[src/rtl/button_input.sv]
// Four-button front end: 2-flop sync, optional debounce (`BUTTON_DEBOUNCE_EN`),
// rising-edge detect and a one-hot pending request held until the game tick.
module button_input #(
    parameter int DEBOUNCE_BITS = 16
) (
    input  logic       clk,
    input  logic       rst,
    input  logic [3:0] i_btn,
    input  logic       i_tick,
    output logic       o_up,
    output logic       o_down,
    output logic       o_left,
    output logic       o_right,
    output logic       o_any
);

    if (DEBOUNCE_BITS < 1 || DEBOUNCE_BITS > 24) begin : g_param_check
        $error("button_input: DEBOUNCE_BITS must be within 1..24");
    end

    logic [3:0] sync1_q;
    logic [3:0] sync2_q;
    logic [3:0] stable_q;
    logic [3:0] stable_d;
    logic [3:0] stable_prev_q;
    logic [3:0] press;
    logic [3:0] req_q;
    logic [3:0] req_d;

    always_ff @(posedge clk or posedge rst) begin
        if (rst) begin
            sync1_q <= '0;
            sync2_q <= '0;
        end else begin
            sync1_q <= i_btn;
            sync2_q <= sync1_q;
        end
    end

`ifdef BUTTON_DEBOUNCE_EN
    logic [DEBOUNCE_BITS-1:0] cnt_q [4];
    logic [DEBOUNCE_BITS-1:0] cnt_d [4];

    // A disagreeing input must survive a full counter sweep before it is accepted;
    // any return to agreement restarts the count, so the counter never wraps.
    always_comb begin
        stable_d = stable_q;
        for (int i = 0; i < 4; i++) begin
            cnt_d[i] = '0;
            if (sync2_q[i] != stable_q[i]) begin
                if (cnt_q[i] == {DEBOUNCE_BITS{1'b1}}) begin
                    stable_d[i] = sync2_q[i];
                end else begin
                    cnt_d[i] = cnt_q[i] + 1'b1;
                end
            end
        end
    end

    always_ff @(posedge clk or posedge rst) begin
        if (rst) begin
            for (int i = 0; i < 4; i++) begin
                cnt_q[i] <= '0;
            end
        end else begin
            for (int i = 0; i < 4; i++) begin
                cnt_q[i] <= cnt_d[i];
            end
        end
    end
`else
    always_comb begin
        stable_d = sync2_q;
    end
`endif

    always_ff @(posedge clk or posedge rst) begin
        if (rst) begin
            stable_q      <= '0;
            stable_prev_q <= '0;
        end else begin
            stable_q      <= stable_d;
            stable_prev_q <= stable_q;
        end
    end

    assign press = stable_q & ~stable_prev_q;

    // A new press beats a coincident tick so a press landing on the tick is not lost.
    always_comb begin
        req_d = req_q;
        if (|press) begin
            if (press[3]) begin
                req_d = 4'b1000;
            end else if (press[2]) begin
                req_d = 4'b0100;
            end else if (press[1]) begin
                req_d = 4'b0010;
            end else begin
                req_d = 4'b0001;
            end
        end else if (i_tick) begin
            req_d = '0;
        end
    end

    always_ff @(posedge clk or posedge rst) begin
        if (rst) begin
            req_q <= '0;
        end else begin
            req_q <= req_d;
        end
    end

    assign o_up    = req_q[3];
    assign o_down  = req_q[2];
    assign o_left  = req_q[1];
    assign o_right = req_q[0];
    assign o_any   = |req_q;

endmodule

[config.mk]
export PLATFORM = sky130hd
export DESIGN_NAME = button_input
export DESIGN_NICKNAME = d
export VERILOG_FILES = /design/src/rtl/button_input.sv
export SDC_FILE = /design/constraint.sdc
export NUM_CORES = 1
export LEC_CHECK = 0
export BUFFER_PORTS_ARGS = -buffer_cell sky130_fd_sc_hd__buf_2
export CORE_MARGIN = 2
export CORE_UTILIZATION = 44
export DETAILED_ROUTE_END_ITERATION = 12
export PLACE_DENSITY = 0.69
export SETUP_SLACK_MARGIN = 0.05
export SYNTH_ARGS = -nofsm -noshare
export SYNTH_HDL_FRONTEND = slang
export SYNTH_SLANG_ARGS = --single-unit
[constraint.sdc]
create_clock -name clk -period 1.15 [get_ports clk]
set_input_delay 0.0575 -clock clk [delete_from_list [all_inputs] [get_ports clk]]
set_output_delay 0.0575 -clock clk [all_outputs]
set_load 0.01 [all_outputs]
==> impl_results.md, run 1 <==
* Setup TNS at -0.335 ns
* Clk buf depth at 2
* Clock sink count at 20
* Total power at 1.18 mW
* Power Dens Cells at 1400 nW/um2
* Die width at 41.3 um
* Layout area overhead at 37.8%
* Post-Syn Nets at 44
* CP max stage delay at 0.49 ns
* Total core area at 1300 um2
* Syn_area_per_cell at 16.5 um2
* Row cnt at 13
* Type of the most critical hold path: input port to register
* CP max-delay cell: or4_1
* Hold WS at 0.0949 ns
* Max frequency at 726 MHz
* IO Pins at 12
* Startpoint types: register
* # DRC at 0
* Failing checks: negative setup slack
* Final period util at 1.20
* Final Max Tran Viols at 0
* Router iterations before antenna repair at 3
* Fin. Hold Viols at 0
* Clk Latency, worst-skew pair at 0.29 ns
* CTS tree: done
* # setup viols final at 2
* Final wirelength at 888 um
* RSZ-0062 raised after global routing: true
* FF/Latch Area at 500 um2
* Wirelength per Cell at 11.4 um
* Period minus WS final at 1.38 ns
* Worst-margin pin slew at 0.239 ns
* H-tree depth at 1
* Total number of vias at 365
* Final Util at 0.648
* Cell count after synthesis at 37
* Status: complete, but fails checks
* Count of cell types in the netlist at 13
* Post-layout instance area at 843 um2
* Multi-input logic area at 126 um2
* Sequential share of the synthesized area at 0.818
* Total gr overflow at 0
* Initial Util at 0.470
* WS Path Type: register to output port
* Number of max-cap violations at 0
* Clock Skews at 0.00654 ns
* CTS buffer count at 3
* Max Fanout on Critical Path at 2
* Post-Synthesis Cell Area at 612 um2
* Worst slew margin at 0.841
* CP Cell Sequence: or4_1 > buf_2
* Post-route ant nets at 0
* Fill count at 101
* Total track usage at 0.132
* Ys Warns at 0
* IO buf count at 11
* Yosys reg bits at 20
* First DRT Iteration DRCs at 1
* Vias per cell at 4.68
* Cell at the root of the clock tree: clkbuf_4
* Largest net degree at the start of global routing at 21
* First-pass GRT wire length at 1340 um
* Die Area at 1700 um2
* RePlAce Congestion at 0.579
* Vias in the first global route at 347
* Layout cells sized above 1 at 0.444
* Pleak at 0.416 nW
* Crit path arrival time at 1.32 ns
* Crit. End Element: output port
* Clk slew on worst S/H paths at 0.10 ns
* Initial antenna violation count at 0
* Diode count at 0
* Post-DP Area at 708 um2
* Worst setup margin at -0.228 ns
* Die Y at 41.3 um
* Worst EP required at 1.09 ns
* Worst vdd ir at 1.03 mV
* Nets at 72
[cells by family after synthesis]
logic type | count (synthesis) | share of synthesized area
AO/OA/AOI/OAI | 4 | 0.0409
buffers and inverters | 2 | 0.0123
flip-flops | 20 | 0.818
AND/OR/NAND/NOR | 11 | 0.129
[state kept, by name (all words and copies together), names as in the netlist]
register       cells
req_q              4
stable_d           4
stable_prev_q      4
stable_q           4
sync1_q            4
[cells in the final DEF (no fill, tap or decap)]
cell type,synthesis,final
a21oi_1,2,1
a21oi_2,0,1
a31o_2,1,1
a31oi_1,1,1
buf_2,0,10
buf_4,0,6
buf_6,0,2
clkbuf_4,0,3
dfrtp_1,20,20
dlygate4sd3_1,0,5
inv_1,2,2
nand2b_1,2,2
nor2_1,1,1
nor2b_1,2,1
nor2b_4,1,2
nor3_1,2,1
nor3_2,0,1
or2b_4,0,1
or4_1,1,1
or4b_4,0,1
[final cells by class]
type / instances / area share
Inverter: 2 / 0.00890
Sequential cell: 20 / 0.593
Clock buffer: 3 / 0.0267
Timing Repair Buffer: 23 / 0.199
Multi-Input combinational cell: 15 / 0.150
Tap cell: 15 / 0.0223
[path summary, 6_finish.rpt]
kind / from / to / slack (ns) / cells past startpoint
max: req_q[1] / o_any / -0.23 / 2
min: i_tick / req_q[2] / 0.09 / 3
max reg2reg: stable_q[0] / req_q[2] / -0.11 / 3
min reg2reg: sync1_q[3] / stable_d[3] / 0.35 / 0
max in group asynchronous: rst / stable_q[2] / 0.62 / 4
min in group asynchronous: rst / sync1_q[0] / 0.33 / 4
[report_power, final]
group          switching (mW)  internal, mW  total (mW)
clock                   0.179         0.122       0.301
combinational          0.0520        0.0718       0.124
sequential             0.0157         0.740       0.756
[Yosys cell counts (all sizes together)]
master	instances	area share
or4b	1	0.016
nor2	1	0.0061
nor2b	3	0.043
nand2b	2	0.020
inv	2	0.012
or2b	1	0.014
or4	1	0.012
a31oi	1	0.010
dfrtp	20	0.82
nor3	2	0.016
a21oi	2	0.016
a31o	1	0.014
[critical path: cells and delay by family, from the launching register on]
| kind | cells | cell delay (ns) |
|---|---|---|
| buffers and inverters | 1 | 0.15 |
| DFF | 1 | 0.39 |
| and+or+nand+nor | 1 | 0.49 |
[repair_timing]
action,in CTS,in global routing
setup endpoints to repair,2,4
resized for setup,0,8
buffers inserted,3,1
hold buffers,5,0
pin swaps,0,3
endpoints found under the hold margin,24,0
[metal layers]
metal / global-route usage / share of wire / vias to the layer above
met2: 0.223 / 0.50 / 14
met4: 0.0968 / 0.014 / 0
met5: 0 / 0 / -
met3: 0.0479 / 0.052 / 4
met1: 0.134 / 0.43 / 169
li1: - / - / 178
[metrics by stage]
stage,setup slack (ns),instances
after floorplan,-0.0113,37
after global placement,-0.0178,66
after detailed placement,-0.0799,66
after CTS,-0.236,77
after global routing,-0.297,78
final,-0.228,78
Note: power is estimated with default switching activity, not from simulation.
==> run 2, diff against run 1 <==
- CELL_PAD_IN_SITES_DETAIL_PLACEMENT: unset -> 1
- CELL_PAD_IN_SITES_GLOBAL_PLACEMENT: unset -> 2
- CORE_UTILIZATION: 44 -> 31
- GPL_TIMING_DRIVEN: unset -> 1
- PLACE_DENSITY: 0.69 -> unset
- PLACE_DENSITY_LB_ADDON: unset -> 0.1
==> impl_results.md, run 2 (same netlist as run 1, synthesis figures left out) <==
* First DRT Iteration DRCs at 2 (+1)
* RSZ-0062 raised after global routing: true
* Type of the most critical hold path: input port to register
* Post-route ant nets at 0 (unchanged)
* Startpoint types: register
* Die width at 48.4 um (+17%)
* Period minus WS final at 1.39 ns (+0.0143 ns)
* Worst setup margin at -0.243 ns (-0.0143 ns)
* Status: complete, but fails checks
* Initial Util at 0.322 (-0.148)
* IO buf count at 11 (unchanged)
* Worst EP required at 1.09 ns (about the same)
* Final period util at 1.21 (+0.0124)
* Number of max-cap violations at 0 (unchanged)
* Hold WS at 0.0697 ns (-0.0252 ns)
* Setup TNS at -0.310 ns (+0.0256 ns)
* Wirelength per Cell at 10.6 um (-6.5%)
* CTS buffer count at 3 (unchanged)
* Clk Latency, worst-skew pair at 0.29 ns (about the same)
* Clock power frac at 0.304 (+0.049)
* Largest net degree at the start of global routing at 21 (unchanged)
* Vias in the first global route at 408 (+18%)
* Final Max Tran Viols at 0 (unchanged)
* Hold path cells at 3 (unchanged)
* Hold Path End: req_q[2]
* Clk buf depth at 2 (unchanged)
* Vias per cell at 4.14 (-11%)
* Max frequency at 718 MHz (-1.0%)
* FF-to-FF Start: stable_q[0]
* WS Path Type: register to output port
* Clock sink count at 20 (unchanged)
* CTS tree: done
* Die Y at 48.4 um (+17%)
* # setup viols final at 2 (unchanged)
* Crit path arrival time at 1.34 ns (+0.02 ns)
* Total gr overflow at 0 (unchanged)
* Most common cell after layout, fill and taps aside: dfrtp_1
* Crit. End Element: output port
* Layout cells sized above 1 at 0.469 (+0.0243)
* Die Area at 2340 um2 (+38%)
* # DRC at 0 (unchanged)
* Layout area overhead at 43.4%
* Int Pwr at 1.00 mW (+7.6%)
* Hpwl dp at 682 um
* Cell at the root of the clock tree: clkbuf_4
* Switching share of total power at 0.209 (+0.000308)
* Final wirelength at 969 um (+9.1%)
* Final Util at 0.461 (-0.187)
* Total core area at 1900 um2 (+46%)
* Worst-case reg-to-reg path depth at 3 (unchanged)
* Hold wc startpoint: i_tick
* Clk slew on worst S/H paths at 0.10 ns (about the same)
* Initial antenna violation count at 0 (unchanged)
* R2R setup slack at -0.07 ns (+0.04 ns)
* Combinational fraction of design power at 0.101 (-0.004)
* Clock Skews at 0.00513 ns (-0.00141 ns)
* Worst vdd ir at 0.830 mV (-20%)
* Fin. Hold Viols at 0 (unchanged)
* Total track usage at 0.103 (-0.0292)
* Diode count at 0 (unchanged)
* Worst slew margin at 0.834 (-0.00658)
* Pleak at 0.422 nW (+1.5%)
* Fill count at 197 (+95%)
* Max Fanout on Critical Path at 2 (unchanged)
* Router iterations before antenna repair at 3 (unchanged)
* Total power at 1.27 mW (+7.6%)
* Sw power at 0.266 mW (+7.8%)
* DP Worst Slack at -0.0902 ns (-0.0103 ns)
* Total number of vias at 377 (+3.3%)
* First-pass GRT wire length at 1740 um (+30%)
* Row cnt at 16 (+3)
* Most frequent cells in the layout: dfrtp_1, buf_2, buf_4
* IO Pins at 12 (unchanged)
* Worst-margin pin slew at 0.248 ns (+0.00988 ns)
* H-tree depth at 1 (unchanged)
* Failing checks: negative setup slack
* Sequential power share at 0.595 (-0.045)
* RePlAce Congestion at 0.743 (+28%)
* Power Dens Cells at 1450 nW/um2 (+3.5%)
* RR Endpoint: req_q[2]
* Nets at 72 (unchanged)
[run 2: cell type report]
cell class / instances / area [um2] / area share
repair buffers: 23 / 158 / 0.180
multi-input cells: 15 / 141 / 0.161
clock buffers: 4 / 36.3 / 0.0414
flip-flops and latches: 20 / 500 / 0.571
inverters: 2 / 7.51 / 0.00856
well taps: 27 / 33.8 / 0.0385
[run 2: metrics by stage]
step / instance area, um2 / instances
after floorplan: 612 / 37
after global placement: 723 / 78
after detailed placement: 723 / 78
after CTS: 840 / 91
after global routing: 877 / 91
final: 877 / 91
[run 2: worst max-delay path by stage]
stage / start / slack (ns) / to
floorplan: stable_q[0] / -0.01 / req_q[2]
global placement: stable_q[0] / -0.03 / req_q[2]
detailed placement: stable_q[0] / -0.09 / req_q[2]
CTS: req_q[3] / -0.26 / o_any
global route: req_q[3] / -0.30 / o_any
finish: req_q[3] / -0.24 / o_any
[run 2: power groups by stage]
| stage | logic (mW) | registers (mW) | clock network [mW] |
|---|---|---|---|
| after global placement | 0.0840 | 0.769 | 0 |
| after floorplan | 0.0419 | 0.772 | 0 |
| after detailed placement | 0.0885 | 0.772 | 0 |
| after global routing | 0.143 | 0.762 | 0.442 |
| final | 0.128 | 0.756 | 0.386 |
| after CTS | 0.116 | 0.756 | 0.405 |
[run 2: worst max-delay path, stage by stage, from the launching register on]
cell and delay, ns:
dfrtp_1 0.39, or4_1 0.50, buf_2 0.15
[run 2: repair_timing]
item	in CTS	in global routing
endpoints found under the hold margin	24	0
hold buffers	5	0
gates resized for setup	0	7
buffers inserted	4	1
pin swaps	1	2
endpoints found under the setup margin	2	4
[run 2: metal layers]
layer,GRT usage,up-vias,share of wire
li1,-,174,-
met1,0.113,187,0.44
met2,0.164,14,0.50
met3,0.0401,2,0.057
met4,0.0714,0,0.010
met5,0,-,0
==> run 3, diff against run 2 <==
- clock period: 1.15 -> 1.2 ns (I/O delays scaled with it)
==> impl_results.md, run 3 (same netlist as run 1, synthesis figures left out) <==
* Total number of vias at 364 (-3.4%)
* Worst vdd ir at 0.751 mV (-9.6%)
* Int Pwr at 0.885 mW (-12%)
* Largest net degree at the start of global routing at 21 (unchanged)
* WS Path Type: register to output port
* Post-layout instance area at 826 um2 (-5.8%)
* Crit. End Element: output port
* Period minus WS final at 1.39 ns
* Die Y at 48.4 um (unchanged)
* Die width at 48.4 um (unchanged)
* IO Pins at 12 (unchanged)
* Initial antenna violation count at 0 (unchanged)
* Hold wc startpoint: i_tick
* DP Worst Slack at -0.00724 ns (+0.0830 ns)
* Layout area overhead at 35.0%
* Clk Latency, worst-skew pair at 0.28 ns (about the same)
* Most frequent cells in the layout: dfrtp_1, buf_2, buf_4
* Total gr overflow at 0 (unchanged)
* Clock Skews at 0.00316 ns (-0.00197 ns)
* Clk slew on worst S/H paths at 0.10 ns (about the same)
* Cell at the root of the clock tree: clkbuf_4
* Failing checks: negative setup slack
* Die Area at 2340 um2 (unchanged)
* Clk buf depth at 2 (unchanged)
* Combinational fraction of design power at 0.095 (-0.006)
* Pleak at 0.404 nW (-4.2%)
* Max frequency at 719 MHz
* RePlAce Congestion at 0.730 (-1.7%)
* Switching share of total power at 0.208 (-0.00102)
* Row cnt at 16 (unchanged)
* IO buf count at 11 (unchanged)
* Router iterations before antenna repair at 1 (-2)
* Wirelength per Cell at 10.0 um (-5.9%)
* First-pass GRT wire length at 1680 um (-3.6%)
* # DRC at 0 (unchanged)
* CTS tree: done
* H-tree depth at 1 (unchanged)
* Worst EP required at 1.14 ns (+0.05 ns)
* Fin. Hold Viols at 0 (unchanged)
* Final period util at 1.16
* Initial Util at 0.322 (unchanged)
* Power Dens Cells at 1350 nW/um2 (-6.6%)
* Vias in the first global route at 403 (-1.2%)
* Sw power at 0.233 mW (-12%)
* Startpoint types: register
* Total track usage at 0.0977 (-0.00542)
* Final wirelength at 902 um (-6.9%)
* Number of max-cap violations at 0 (unchanged)
* Clock sink count at 20 (unchanged)
* Worst slew margin at 0.840 (+0.00557)
* Sequential power share at 0.647 (+0.052)
* CTS buffer count at 3 (unchanged)
* # setup viols final at 2 (unchanged)
* Layout cells sized above 1 at 0.381 (-0.0878)
* Vias per cell at 4.04 (-2.4%)
* Hpwl dp at 623 um (-8.7%)
* Nets at 72 (unchanged)
* Max Fanout on Critical Path at 2 (unchanged)
* Worst-margin pin slew at 0.240 ns (-0.00835 ns)
* Most common cell after layout, fill and taps aside: dfrtp_1
* RSZ-0062 raised after global routing: true
* Clock power frac at 0.257 (-0.047)
* First DRT Iteration DRCs at 0 (-2)
* Total core area at 1900 um2 (unchanged)
* Fill count at 199 (+1.0%)
* Type of the most critical hold path: input port to register
* Crit. Startpoint: req_q[2]
* FF-to-FF Start: stable_q[0]
* Worst setup margin at -0.190 ns (+0.0522 ns)
* Diode count at 0 (unchanged)
* Crit path arrival time at 1.33 ns (about the same)
* Final Max Tran Viols at 0 (unchanged)
* Post-route ant nets at 0 (unchanged)
* Status: complete, but fails checks
* Post-DP Area at 716 um2 (-1.0%)
run 3: changes by cell type in the layout (fill, tap and decap cells not counted), sizes merged:
cell    before  now
clkbuf       4    3
run 3: layout make-up:
cell class                      count  area, um2  area share
Timing Repair Buffer               23        158       0.191
Inverter                            2       7.51     0.00909
Tap cell                           27       33.8      0.0409
Clock buffer                        3       22.5      0.0273
Sequential cell                    20        500       0.606
Multi-Input combinational cell     15        104       0.126
run 3: critical path, stage by stage (launching register included):
cell and delay, ns:
dfrtp_1 0.38, or4_1 0.51, buf_2 0.16
run 3: metrics by stage:
stage / instances / hold slack, ns / util / TNS (ns) / power, mW
2_1_floorplan: 37 / 0.0238 / - / 0 / 0.780
3_3_place_gp: 77 / 0.0812 / 0.376 / 0 / 0.815
3_5_place_dp: 77 / 0.0968 / 0.376 / -0.00724 / 0.820
4_1_cts: 88 / 0.0450 / 0.426 / -0.195 / 1.13
5_1_grt: 90 / 0.0475 / 0.434 / -0.323 / 1.19
6_report: 90 / 0.0596 / 0.434 / -0.206 / 1.12
run 3: path summary, 6_finish.rpt:
check	cells after the start	endpoint	slack (ns)
hold reg to reg	0	stable_q[2]	0.36
max in group asynchronous	4	stable_q[0]	0.68
hold / removal	3	req_q[2]	0.06
setup / recovery	2	o_any	-0.19
min in group asynchronous	4	stable_d[2]	0.33
setup reg to reg	3	req_q[2]	-0.02
run 3: what timing repair did:
item,CTS,global route
resized for setup,0,0
cloned,0,0
pin swaps,0,1
hold endpoints to repair,24,0
hold buffers,5,0
buffers inserted,3,2
setup endpoints to repair,2,2
run 3: per-layer routing:
layer	routed length (um)	share of wire	global-route usage	vias to the layer above
li1	-	-	-	174
met1	377	0.42	0.0967	176
met2	456	0.51	0.167	12
met3	59	0.065	0.0278	2
met4	9	0.010	0.0857	0
met5	0	0	0	-
run 3: power groups by stage:
stage | logic [mW] | registers (mW) | clock network (mW)
2_1_floorplan | 0.0401 | 0.739 | 0
3_3_place_gp | 0.0781 | 0.737 | 0
3_5_place_dp | 0.0809 | 0.739 | 0
4_1_cts | 0.103 | 0.725 | 0.301
5_1_grt | 0.118 | 0.730 | 0.342
6_report | 0.107 | 0.723 | 0.288
